File: src/rtl/id_ex_stage_if.sv
// ID-to-EX bundle: decoded operands/control coming in from ID, registered EX view going out.
// The slave modport is the pipeline register; the master modport is whoever drives ID.
interface id_ex_stage_if #(
  parameter int XLEN   = 32,
  parameter int CTRL_W = 8
);
  logic [XLEN-1:0]   IF_ID_pc;
  logic [4:0]        IF_ID_rs1;
  logic [4:0]        IF_ID_rs2;
  logic [4:0]        IF_ID_rd;
  logic              IF_ID_use_rs1;
  logic              IF_ID_use_rs2;
  logic [XLEN-1:0]   rs1_data;
  logic [XLEN-1:0]   rs2_data;
  logic [XLEN-1:0]   imm;
  logic [CTRL_W-1:0] ctrl_in;
  logic              IF_ID_valid;
  logic              flush;
  logic              mem_stall;

  logic [XLEN-1:0]   ID_EX_pc;
  logic [4:0]        ID_EX_rs1;
  logic [4:0]        ID_EX_rs2;
  logic [4:0]        ID_EX_rd;
  logic [XLEN-1:0]   ID_EX_rs1_data;
  logic [XLEN-1:0]   ID_EX_rs2_data;
  logic [XLEN-1:0]   ID_EX_imm;
  logic [CTRL_W-1:0] ID_EX_ctrl;
  logic              ID_EX_valid;
  logic              load_use_stall;

  modport master (
    output IF_ID_pc, IF_ID_rs1, IF_ID_rs2, IF_ID_rd, IF_ID_use_rs1, IF_ID_use_rs2,
           rs1_data, rs2_data, imm, ctrl_in, IF_ID_valid, flush, mem_stall,
    input  ID_EX_pc, ID_EX_rs1, ID_EX_rs2, ID_EX_rd, ID_EX_rs1_data, ID_EX_rs2_data,
           ID_EX_imm, ID_EX_ctrl, ID_EX_valid, load_use_stall
  );

  modport slave (
    input  IF_ID_pc, IF_ID_rs1, IF_ID_rs2, IF_ID_rd, IF_ID_use_rs1, IF_ID_use_rs2,
           rs1_data, rs2_data, imm, ctrl_in, IF_ID_valid, flush, mem_stall,
    output ID_EX_pc, ID_EX_rs1, ID_EX_rs2, ID_EX_rd, ID_EX_rs1_data, ID_EX_rs2_data,
           ID_EX_imm, ID_EX_ctrl, ID_EX_valid, load_use_stall
  );
endinterface

File: src/rtl/id_ex_stage.sv
// ID/EX pipeline register with load-use hazard detection, flush bubbles and memory-stall hold.
// Optional bubble/hold performance counters are enabled by defining ID_EX_PERF_CNT_EN.
module id_ex_stage #(
  parameter int XLEN   = 32,
  parameter int CTRL_W = 8
) (
  input  logic clk,
  input  logic rstn,
  id_ex_stage_if.slave bus
`ifdef ID_EX_PERF_CNT_EN
  ,
  output logic [31:0] bubble_cnt,
  output logic [31:0] hold_cnt
`endif
);
  localparam int MemReadBit = CTRL_W - 2;

  typedef enum logic [1:0] {
    ActLoad,
    ActBubble,
    ActHold
  } action_e;

  logic [XLEN-1:0]   pc_q, pc_d;
  logic [4:0]        rs1_q, rs1_d;
  logic [4:0]        rs2_q, rs2_d;
  logic [4:0]        rd_q, rd_d;
  logic [XLEN-1:0]   rs1Data_q, rs1Data_d;
  logic [XLEN-1:0]   rs2Data_q, rs2Data_d;
  logic [XLEN-1:0]   imm_q, imm_d;
  logic [CTRL_W-1:0] ctrl_q, ctrl_d;
  logic              valid_q, valid_d;

  logic    rs1Hit;
  logic    rs2Hit;
  logic    hz;
  action_e action;

  // The hazard looks at the load already sitting in EX against the sources of the ID instruction.
  always_comb begin
    rs1Hit = bus.IF_ID_use_rs1 && (bus.IF_ID_rs1 == rd_q);
    rs2Hit = bus.IF_ID_use_rs2 && (bus.IF_ID_rs2 == rd_q);
    hz     = valid_q && ctrl_q[MemReadBit] && (rd_q != 5'd0) &&
             bus.IF_ID_valid && (rs1Hit || rs2Hit);
    if (bus.mem_stall) begin
      action = ActHold;
    end else if (bus.flush || hz) begin
      action = ActBubble;
    end else begin
      action = ActLoad;
    end
  end

  always_comb begin
    pc_d      = pc_q;
    rs1_d     = rs1_q;
    rs2_d     = rs2_q;
    rd_d      = rd_q;
    rs1Data_d = rs1Data_q;
    rs2Data_d = rs2Data_q;
    imm_d     = imm_q;
    ctrl_d    = ctrl_q;
    valid_d   = valid_q;
    case (action)
      ActLoad: begin
        pc_d      = bus.IF_ID_pc;
        rs1_d     = bus.IF_ID_rs1;
        rs2_d     = bus.IF_ID_rs2;
        rd_d      = bus.IF_ID_rd;
        rs1Data_d = bus.rs1_data;
        rs2Data_d = bus.rs2_data;
        imm_d     = bus.imm;
        ctrl_d    = bus.IF_ID_valid ? bus.ctrl_in : '0;
        valid_d   = bus.IF_ID_valid;
      end
      // Only ctrl/valid/rd matter for a bubble; the payload fields just follow the inputs.
      ActBubble: begin
        pc_d      = bus.IF_ID_pc;
        rs1_d     = bus.IF_ID_rs1;
        rs2_d     = bus.IF_ID_rs2;
        rd_d      = 5'd0;
        rs1Data_d = bus.rs1_data;
        rs2Data_d = bus.rs2_data;
        imm_d     = bus.imm;
        ctrl_d    = '0;
        valid_d   = 1'b0;
      end
      default: begin
      end
    endcase
  end

  always_ff @(posedge clk or negedge rstn) begin
    if (!rstn) begin
      pc_q      <= '0;
      rs1_q     <= '0;
      rs2_q     <= '0;
      rd_q      <= '0;
      rs1Data_q <= '0;
      rs2Data_q <= '0;
      imm_q     <= '0;
      ctrl_q    <= '0;
      valid_q   <= 1'b0;
    end else begin
      pc_q      <= pc_d;
      rs1_q     <= rs1_d;
      rs2_q     <= rs2_d;
      rd_q      <= rd_d;
      rs1Data_q <= rs1Data_d;
      rs2Data_q <= rs2Data_d;
      imm_q     <= imm_d;
      ctrl_q    <= ctrl_d;
      valid_q   <= valid_d;
    end
  end

  assign bus.ID_EX_pc       = pc_q;
  assign bus.ID_EX_rs1      = rs1_q;
  assign bus.ID_EX_rs2      = rs2_q;
  assign bus.ID_EX_rd       = rd_q;
  assign bus.ID_EX_rs1_data = rs1Data_q;
  assign bus.ID_EX_rs2_data = rs2Data_q;
  assign bus.ID_EX_imm      = imm_q;
  assign bus.ID_EX_ctrl     = ctrl_q;
  assign bus.ID_EX_valid    = valid_q;
  // A flush or a memory freeze already stops the front end, so the stall is suppressed then.
  assign bus.load_use_stall = hz && !bus.flush && !bus.mem_stall;

`ifdef ID_EX_PERF_CNT_EN
  logic [31:0] bubbleCnt_q, bubbleCnt_d;
  logic [31:0] holdCnt_q, holdCnt_d;

  always_comb begin
    bubbleCnt_d = bubbleCnt_q;
    holdCnt_d   = holdCnt_q;
    if (action == ActBubble) begin
      bubbleCnt_d = bubbleCnt_q + 32'd1;
    end
    if (action == ActHold) begin
      holdCnt_d = holdCnt_q + 32'd1;
    end
  end

  always_ff @(posedge clk or negedge rstn) begin
    if (!rstn) begin
      bubbleCnt_q <= '0;
      holdCnt_q   <= '0;
    end else begin
      bubbleCnt_q <= bubbleCnt_d;
      holdCnt_q   <= holdCnt_d;
    end
  end

  assign bubble_cnt = bubbleCnt_q;
  assign hold_cnt   = holdCnt_q;
`endif
endmodule

File: src/flat_wrapper.sv
// flat-port wrapper written by rule: the top's interface ports become plain ports
module id_ex_stage_flat 
#(
  parameter int XLEN   = 32,
  parameter int CTRL_W = 8
)
  (clk, rstn, bus_IF_ID_pc, bus_IF_ID_rs1, bus_IF_ID_rs2, bus_IF_ID_rd, bus_IF_ID_use_rs1, bus_IF_ID_use_rs2, bus_rs1_data, bus_rs2_data, bus_imm, bus_ctrl_in, bus_IF_ID_valid, bus_flush, bus_mem_stall, bus_ID_EX_pc, bus_ID_EX_rs1, bus_ID_EX_rs2, bus_ID_EX_rd, bus_ID_EX_rs1_data, bus_ID_EX_rs2_data, bus_ID_EX_imm, bus_ID_EX_ctrl, bus_ID_EX_valid, bus_load_use_stall);
  id_ex_stage_if #(.XLEN(XLEN), .CTRL_W(CTRL_W)) bus_i ();
  input  logic clk;
  input  logic rstn;
  input wire logic [$bits(bus_i.IF_ID_pc)-1:0] bus_IF_ID_pc;
  input wire logic [$bits(bus_i.IF_ID_rs1)-1:0] bus_IF_ID_rs1;
  input wire logic [$bits(bus_i.IF_ID_rs2)-1:0] bus_IF_ID_rs2;
  input wire logic [$bits(bus_i.IF_ID_rd)-1:0] bus_IF_ID_rd;
  input wire logic [$bits(bus_i.IF_ID_use_rs1)-1:0] bus_IF_ID_use_rs1;
  input wire logic [$bits(bus_i.IF_ID_use_rs2)-1:0] bus_IF_ID_use_rs2;
  input wire logic [$bits(bus_i.rs1_data)-1:0] bus_rs1_data;
  input wire logic [$bits(bus_i.rs2_data)-1:0] bus_rs2_data;
  input wire logic [$bits(bus_i.imm)-1:0] bus_imm;
  input wire logic [$bits(bus_i.ctrl_in)-1:0] bus_ctrl_in;
  input wire logic [$bits(bus_i.IF_ID_valid)-1:0] bus_IF_ID_valid;
  input wire logic [$bits(bus_i.flush)-1:0] bus_flush;
  input wire logic [$bits(bus_i.mem_stall)-1:0] bus_mem_stall;
  output wire logic [$bits(bus_i.ID_EX_pc)-1:0] bus_ID_EX_pc;
  output wire logic [$bits(bus_i.ID_EX_rs1)-1:0] bus_ID_EX_rs1;
  output wire logic [$bits(bus_i.ID_EX_rs2)-1:0] bus_ID_EX_rs2;
  output wire logic [$bits(bus_i.ID_EX_rd)-1:0] bus_ID_EX_rd;
  output wire logic [$bits(bus_i.ID_EX_rs1_data)-1:0] bus_ID_EX_rs1_data;
  output wire logic [$bits(bus_i.ID_EX_rs2_data)-1:0] bus_ID_EX_rs2_data;
  output wire logic [$bits(bus_i.ID_EX_imm)-1:0] bus_ID_EX_imm;
  output wire logic [$bits(bus_i.ID_EX_ctrl)-1:0] bus_ID_EX_ctrl;
  output wire logic [$bits(bus_i.ID_EX_valid)-1:0] bus_ID_EX_valid;
  output wire logic [$bits(bus_i.load_use_stall)-1:0] bus_load_use_stall;
  assign bus_i.IF_ID_pc = bus_IF_ID_pc;
  assign bus_i.IF_ID_rs1 = bus_IF_ID_rs1;
  assign bus_i.IF_ID_rs2 = bus_IF_ID_rs2;
  assign bus_i.IF_ID_rd = bus_IF_ID_rd;
  assign bus_i.IF_ID_use_rs1 = bus_IF_ID_use_rs1;
  assign bus_i.IF_ID_use_rs2 = bus_IF_ID_use_rs2;
  assign bus_i.rs1_data = bus_rs1_data;
  assign bus_i.rs2_data = bus_rs2_data;
  assign bus_i.imm = bus_imm;
  assign bus_i.ctrl_in = bus_ctrl_in;
  assign bus_i.IF_ID_valid = bus_IF_ID_valid;
  assign bus_i.flush = bus_flush;
  assign bus_i.mem_stall = bus_mem_stall;
  assign bus_ID_EX_pc = bus_i.ID_EX_pc;
  assign bus_ID_EX_rs1 = bus_i.ID_EX_rs1;
  assign bus_ID_EX_rs2 = bus_i.ID_EX_rs2;
  assign bus_ID_EX_rd = bus_i.ID_EX_rd;
  assign bus_ID_EX_rs1_data = bus_i.ID_EX_rs1_data;
  assign bus_ID_EX_rs2_data = bus_i.ID_EX_rs2_data;
  assign bus_ID_EX_imm = bus_i.ID_EX_imm;
  assign bus_ID_EX_ctrl = bus_i.ID_EX_ctrl;
  assign bus_ID_EX_valid = bus_i.ID_EX_valid;
  assign bus_load_use_stall = bus_i.load_use_stall;
  id_ex_stage #(.XLEN(XLEN), .CTRL_W(CTRL_W)) u_core (.clk(clk), .rstn(rstn), .bus(bus_i));
endmodule
File: config.mk
export PLATFORM = sky130hd
export DESIGN_NAME = id_ex_stage_flat
export DESIGN_NICKNAME = d
export VERILOG_FILES = /design/src/rtl/id_ex_stage_if.sv /design/src/rtl/id_ex_stage.sv /design/src/flat_wrapper.sv
export SDC_FILE = /design/constraint.sdc
export NUM_CORES = 1
export LEC_CHECK = 0
export ABC_AREA = 1
export BUFFER_PORTS_ARGS = -buffer_cell sky130_fd_sc_hd__buf_4
export CORE_MARGIN = 3
export CORE_UTILIZATION = 33
export DETAILED_ROUTE_END_ITERATION = 12
export GPL_TIMING_DRIVEN = 0
export PLACE_DENSITY = 0.6
export SYNTH_ARGS = -nofsm -noshare
export SYNTH_HDL_FRONTEND = slang
export SYNTH_SLANG_ARGS = --single-unit
File: constraint.sdc
create_clock -name clk -period 2.85 [get_ports clk]
set_clock_uncertainty 0.1 [all_clocks]
set_input_delay 0 -clock clk [delete_from_list [all_inputs] [get_ports clk]]
set_output_delay 0 -clock clk [all_outputs]
set_load 0.01 [all_outputs]
==> summary.md, run 1 <==
| Metric | Value |
|---|---|
| Status | `complete, no violations` |
| Share of layout cells above drive strength 1 | `29.9%` |
| Syn avg cell area | `between 8 and 9 um2` |
| Critical Path Fanout Max | `10` |
| Hold Crit Class | `primary input to asynchronous set/reset pin` |
| RSZ-0062 raised after global routing | `no` |
| CTS clock-pin slew for the worst setup and hold paths | `70 ps` |
| Num rows | `48` |
| Top cells by count, synth | `462 x nand2_1, 152 x dfrtp_1, 21 x clkbuf_1` |
| GRT overflow | `0` |
| Post-route clock period utilization | `69.6%` |
| Crit start category | `register` |
| Placed Area | `0.00863 mm2` |
| Worst skew pair latency | `420 ps` |
| CTS tree | `yes` |
| Kind of critical path | `register to output pin` |
| Post-synthesis sequential area ratio | `63.4%` |
| Final antenna-violating net count | `0` |
| First-pass GRT wire length | `33500 um` |
| Via-to-Cell Ratio | `around 4.4` |
| Initial drt markers | `329` |
| Critical Path RT | `2750 ps` |
| Hpwl dp | `14400 um` |
| Gpl congestion | `0.794` |
| Synthesized net count | `871` |
| Vias in the first global route | `6615` |
| Final setup viols | `0` |
| Place WS | `around 1300 ps` |
| Fmax | `0.504 GHz` |
| Post-CTS resize count | `0` |
| DIE HEIGHT | `around 140 um` |
| Fin Setup TNS | `0 ps` |
| Post-route cell area | `0.0108 mm2` |
| Count leader, synth | `nand2_1` |
| Vias after detailed routing | `6348` |
| Final min period | `1980 ps` |
| Worst slew pin tran | `545 ps` |
| DRT Pass-1 Iters | `4` |
| DRC viols | `0` |
| Core ar. | `0.0175 mm2` |
| Number of synthesized register bits | `152` |
| IO buf count | `308` |
| Initial antenna violation count | `1` |
| VDD IR max | `400 uV` |
| Area Overhead vs Synth | `80.7%` |
| Max Slew Vio Count | `0` |
| Leak | `5.95 nW` |
| Reg2reg start | `u_core.bus.ID_EX_rd[1]` |
| Largest net degree at the start of global routing | `85` |
| Post-synth ARST share | `100%` |
| Cell Pwr Density | `between 500 and 600 mW/mm2` |
| Die area | `0.0198 mm2` |
| Yosys warns | `0` |
| CTS Sinks | `about 150` |
| I/O pin cnt | `311` |
| Synth unique cells | `16` |
| Hold Fails Final Rpt | `0` |
| Avg WL per Cell | `14.6 um` |
| Clock Tree Buf Depth | `2` |
| Nets | `1363` |
| Fin Hold WS | `between 10 and 15 ps` |
| Cells after Synth | `713` |
| Max Cap Viol | `0` |
| Number of synthesized flops with an enable pin | `0` |
| Post-Synthesis Cell Area | `0.00600 mm2` |
| R2r endpoint | `u_core.bus.ID_EX_rd[4]` |
| Yosys top cell by area | `dfrtp_1` |
| Main area contributors after synthesis | `dfrtp_1 63%, nand2_1 29%, nand4_1 1.6%` |
| Final wirelength | `21100 um` |
| Worst reg-to-reg path cell count | `10` |
| Die W | `141 um` |
| Yosys top cell area share | `between 60% and 70%` |
| Starting Density | `34.2%` |
| H-Tree Depth | `4` |
| Predominant post-synthesis flop cell | `dfrtp_1` |
| Fin worst setup slack | `slightly below 900 ps` |
| Worst EP arrival | `1880 ps` |
| Root buf cell | `clkbuf_16` |
| Reg-to-reg slack, setup | `approximately 900 ps` |
| CTS buffer count | `17` |
| GRT Util Overall | `21.2%` |
| Slew Limit Headroom | `between 60% and 70%` |
| Element type at the critical path end | `output pin` |
==> layer usage <==
metal	wire [um]	up-vias	global-route usage [%]
li1	-	3142	-
met1	8490	2938	25.1
met2	10600	220	36.4
met3	1210	48	5.09
met4	765	0	9.38
met5	0	-	0
==> repair_timing <==
action | in CTS | in global routing
setup buffers | 0 | 0
hold buffers | 164 | 0
endpoints found under the hold margin | 304 | 0
==> metrics by stage <==
step                      util (%)  total power, mW  cells
after floorplan                  -             2.82    713
after global placement        49.0             3.43   1246
after detailed placement      49.2             3.44   1247
after CTS                     61.9             5.83   1443
after global routing          61.9             6.05   1444
final                         61.9             5.79   1444
==> layout make-up <==
class,count,area (um2)
fillers,1520,6690
repair buffers,473,3990
flip-flops and latches,152,3800
multi-input cells,501,1950
clock buffers,20,457
well taps,225,282
plain buffers,36,159
clock inverters,12,116
inverters,24,90.1
diodes,1,2.50
==> state kept, by name (all words and copies together), names as in the netlist <==
signal                     flops
u_core.bus.ID_EX_imm          32
u_core.bus.ID_EX_rs1_data     32
u_core.bus.ID_EX_ctrl          8
u_core.bus.ID_EX_rs1           5
u_core.bus.ID_EX_rs2_data     32
u_core.bus.ID_EX_valid         1
u_core.bus.ID_EX_rd            5
u_core.bus.ID_EX_pc           32
u_core.bus.ID_EX_rs2           5
==> power by group <==
group / internal [mW] / switching [mW] / total [mW] / leakage (nW)
Sequential: 2.34 / 0.116 / 2.46 / 1.87
Combinational: 0.616 / 0.512 / 1.13 / 3.82
Clock: 1.26 / 0.941 / 2.20 / 0.266
==> worst max-delay path by stage <==
stage	startpoint	endpoint	slack, ps
after floorplan	u_core.bus.ID_EX_rd[1]	u_core.bus.ID_EX_ctrl[0]	1500
after global placement	rstn	u_core.bus.ID_EX_imm[15]	830
after detailed placement	u_core.bus.ID_EX_rd[1]	u_core.bus.ID_EX_ctrl[1]	1300
after CTS	u_core.bus.ID_EX_rd[1]	bus_load_use_stall	850
after global routing	u_core.bus.ID_EX_rd[1]	bus_load_use_stall	720
final	u_core.bus.ID_EX_rd[1]	bus_load_use_stall	870
==> cells in the final DEF (no fill, tap or decap) <==
master	netlist	layout
buf_1	1	1
buf_16	0	1
buf_2	13	13
buf_4	0	307
buf_6	1	1
buf_8	0	1
bufinv_16	0	1
clkbuf_1	21	22
clkbuf_16	0	17
clkbuf_8	0	2
clkinv_2	0	1
clkinv_4	0	1
clkinvlp_4	0	5
dfrtp_1	152	152
diode_2	0	1
dlygate4sd3_1	0	164
inv_1	18	18
inv_2	6	6
inv_6	0	4
nand2_1	462	462
nand2_2	1	1
nand2_4	1	1
nand3_1	3	3
nand4_1	15	15
nor2_1	9	9
nor2_2	1	1
nor3_2	1	1
o21ai_0	8	8
==> kinds of logic (layout without fill, tap and decap cells) <==
kind of cell    Yosys count  count (layout)  synth area share, %
simple gates            493             493                 31.8
flops                   152             152                 63.4
buf+inv                  60             565                 4.15
compound gates            8               8                0.667
other cells               0               1                    0
==> critical path, cell delays in order, from the launching register on <==
cell,delay (ps)
dfrtp_1,480
inv_2,60
nand2_1,60
nand2_1,70
nor2_1,120
nand3_1,100
nand2_2,90
nand2_4,70
buf_6,150
nor3_2,110
buf_4,160
Power figures use the tool's default switching activity.
==> run 2: changes to the inputs <==
ABC_AREA = 0   (was 1)
PLACE_DENSITY = 0.63   (was 0.6)
clock period = 1.8 ns   (was 2.85 ns; I/O delays follow)
==> run 2 against run 1 <==
The run now ends with negative setup slack left. Utilization grew 0.41 points. Combinational power grew 76%. Non-clock buffer count decreased by 14. Sequential cell count did not move. Total power up 69%. Sequential power is 62% higher. Clock power grew 74%. Design area about the same. Synthesized cell count shrank 47%. Critical endpoint unchanged. Largest cell class unchanged.
==> summary.md, run 2 <==
| Metric | Value |
|---|---|
| CTS Sinks | `152` |
| Most frequent cells in the layout | `315 x buf_4, 154 x dlygate4sd3_1, 150 x dfrtp_1` |
| Hold EP | `u_core.bus.ID_EX_ctrl[0]` |
| First-pass GRT wire length | `30300 um` |
| Element type at the critical path end | `output pin` |
| Post-Synthesis Cell Area | `0.00593 mm2` |
| Status | `finished, violations left` |
| Count leader, synth | `dfrtp_1` |
| IO buf count | `308` |
| Root buf cell | `clkbuf_16` |
| Critical-path top delay cell | `or4_4` |
| Avg WL per Cell | `17.3 um` |
| CTS clock-pin slew for the worst setup and hold paths | `60 ps` |
| Clock Tree Buf Depth | `2` |
| DIE HEIGHT | `140 um` |
| Commonest non-fill, non-tap cell in the layout | `buf_4` |
| Initial drt markers | `109` |
| FF+latch area | `0.00381 mm2` |
| # diodes | `0` |
| Synthesized net count | `537` |
| Hold Crit Class | `primary input to register` |
| Num rows | `48` |
| VDD IR max | `630 uV` |
| Fin worst setup slack | `-268 ps` |
| R2r endpoint | `u_core.bus.ID_EX_ctrl[4]` |
| CP bufs+invs | `2` |
| Die W | `140 um` |
| DRC viols | `0` |
| RSZ-0062 raised after global routing | `yes` |
| Share of layout cells above drive strength 1 | `57.5%` |
| GRT Util Overall | `19.4%` |
| Reg-to-reg slack, setup | `-170 ps` |
| Multi-input gate area | `0.00205 mm2` |
| Predominant post-synthesis flop cell | `dfrtp_1` |
| Kind of critical path | `register to output pin` |
| Max Cap Viol | `0` |
| Top delay family on crit path | `simple AND/OR/NAND/NOR gates` |
| Synth unique cells | `21` |
| Main area contributors after synthesis | `dfrtp_1 64%, mux2_2 26%, xnor2_1 1.5%` |
| Critical Path Fanout Max | `5` |
| Core ar. | `0.0174 mm2` |
| Fill cells | `1294` |
| Critical Path RT | `1700 ps` |
| H-Tree Depth | `4` |
| Worst skew pair latency | `410 ps` |
| Final setup viols | `10` |
| Die area | `0.0196 mm2` |
| Fmax | `0.483 GHz` |
| Worst Setup SP | `u_core.bus.ID_EX_rd[1]` |
| Worst EP arrival | `1970 ps` |
| Failing checks | `negative setup slack` |
| Post-synthesis sequential area ratio | `64.2%` |
| Syn avg cell area | `15.6 um2` |
| Gpl congestion | `slightly above 0.8` |
| Starting Density | `approximately a third` |
| Nets | `1028` |
| Area Overhead vs Synth | `83.0%` |
| Initial antenna violation count | `0` |
| Post-route clock period utilization | `115%` |
| Yosys warns | `0` |
| DRT Pass-1 Iters | `4` |
| Largest net degree at the start of global routing | `78` |
| Number of synthesized flops with an enable pin | `0` |
| Cell Chain, Critical Path | `or4_4, o2111ai_4, buf_6, nor4b_4, buf_4` |
| Leak | `5.00 nW` |
| Yosys top cell area share | `~64%` |
| GRT overflow | `0` |
| Layout Utilization | `between 60% and 70%` |
| Post-synth ARST share | `100%` |
| Vias in the first global route | `5840` |
| Yosys top cell by area | `dfrtp_1` |
| Final antenna-violating net count | `0` |
| Slew Limit Headroom | `51.7%` |
| Final wirelength | `around 19000 um` |
| Hold path startpoint | `bus_IF_ID_valid` |
| CTS tree | `yes` |
| Hpwl dp | `13000 um` |
| Cell Pwr Density | `903 mW/mm2` |
| Number of synthesized register bits | `152` |
| Cells after Synth | `379` |
| I/O pin cnt | `311` |
| Worst slew pin tran | `724 ps` |
| CTS buffer count | `17` |
| Crit start category | `register` |
| Max incr delay on CP | `560 ps` |
| Place WS | `-343 ps` |
| Top cells by count, synth | `152 x dfrtp_1, 138 x mux2_2, 14 x o21ai_0` |
| Hold Fails Final Rpt | `0` |
| Vias after detailed routing | `5136` |
| Via-to-Cell Ratio | `about 4.6` |
| Reg2reg start | `u_core.bus.ID_EX_rd[1]` |
| Max Slew Vio Count | `0` |
| Final min period | `2070 ps` |
| Worst reg-to-reg path cell count | `7` |
| Hold depth | `5` |
[run 2: cell count changes after synthesis, sizes merged, moves of 6 or more]
| cell | delta |
|---|---|
| inv | -23 |
| o21ai | +6 |
| nor2 | -9 |
| nand4 | -13 |
| xnor2 | +10 |
| nand2 | -453 |
| a32oi | +9 |
| mux2 | +138 |
| clkbuf | -9 |
[run 2: layout make-up]
cell class                 instances  area share, %
tap                              225           2.60
multi-input combinational        203           18.9
buffer                            23           1.07
timing repair buffer             472           36.5
clock buffer                      22           4.28
sequential                       152           35.1
clock inverter                    10           1.55
inverter                           1         0.0346
[run 2: where the power goes]
part           leakage [nW]  internal (mW)  total (mW)  switching, mW
registers              1.79           3.76        3.98          0.215
logic                  2.91           1.22        1.99          0.767
clock network         0.305           2.41        3.83           1.43
[run 2: worst max path at each step]
stage,end,cells past startpoint
final,bus_load_use_stall,5
after global routing,bus_load_use_stall,5
after CTS,bus_load_use_stall,5
after detailed placement,u_core.bus.ID_EX_imm[20],4
after global placement,u_core.bus.ID_EX_pc[6],4
after floorplan,u_core.bus.ID_EX_ctrl[3],5
[run 2: worst min-delay path, cell delays in order]
cell and delay [ps]:
buf_4 120, o2111ai_4 100, buf_4 140, a32oi_1 90
o21ai_0 70
[run 2: logic make-up after synthesis]
kind of cell	synth area share [%]
xor+xnor	1.48
compound gates	3.70
buf+inv	1.90
mux	26.2
simple gates	2.51
flops	64.2
[run 2: per-stage QoR]
step / std cells / total power, mW / hold WS (ps) / cell area [um2] / setup TNS, ps
2_1_floorplan: 379 / 4.65 / -396 / 5930 / 0
3_3_place_gp: 912 / 5.64 / 133 / 8520 / -26530
3_5_place_dp: 913 / 5.71 / -28.9 / 8550 / -25930
4_1_cts: 1105 / 9.87 / 12.1 / 10800 / -1340
5_1_grt: 1108 / 10.2 / 49.2 / 10800 / -1990
6_report: 1108 / 9.80 / 44.0 / 10800 / -1300
[run 2: timing repair]
item / CTS / global route
gates cloned: 1 / 0
pin swaps: 4 / 6
endpoints found under the setup margin: 13 / 15
resized for setup: 19 / 5
hold endpoints to repair: 227 / 0
hold buffers: 154 / 0
setup buffers: 5 / 4
[run 2: routing by layer]
metal / vias up / wire [um] / GRT usage (%)
li1: 2339 / - / -
met1: 2509 / 7150 / 21.6
met2: 234 / 9980 / 34.4
met3: 54 / 1380 / 5.87
met4: 0 / 653 / 8.47
met5: - / 0 / 0
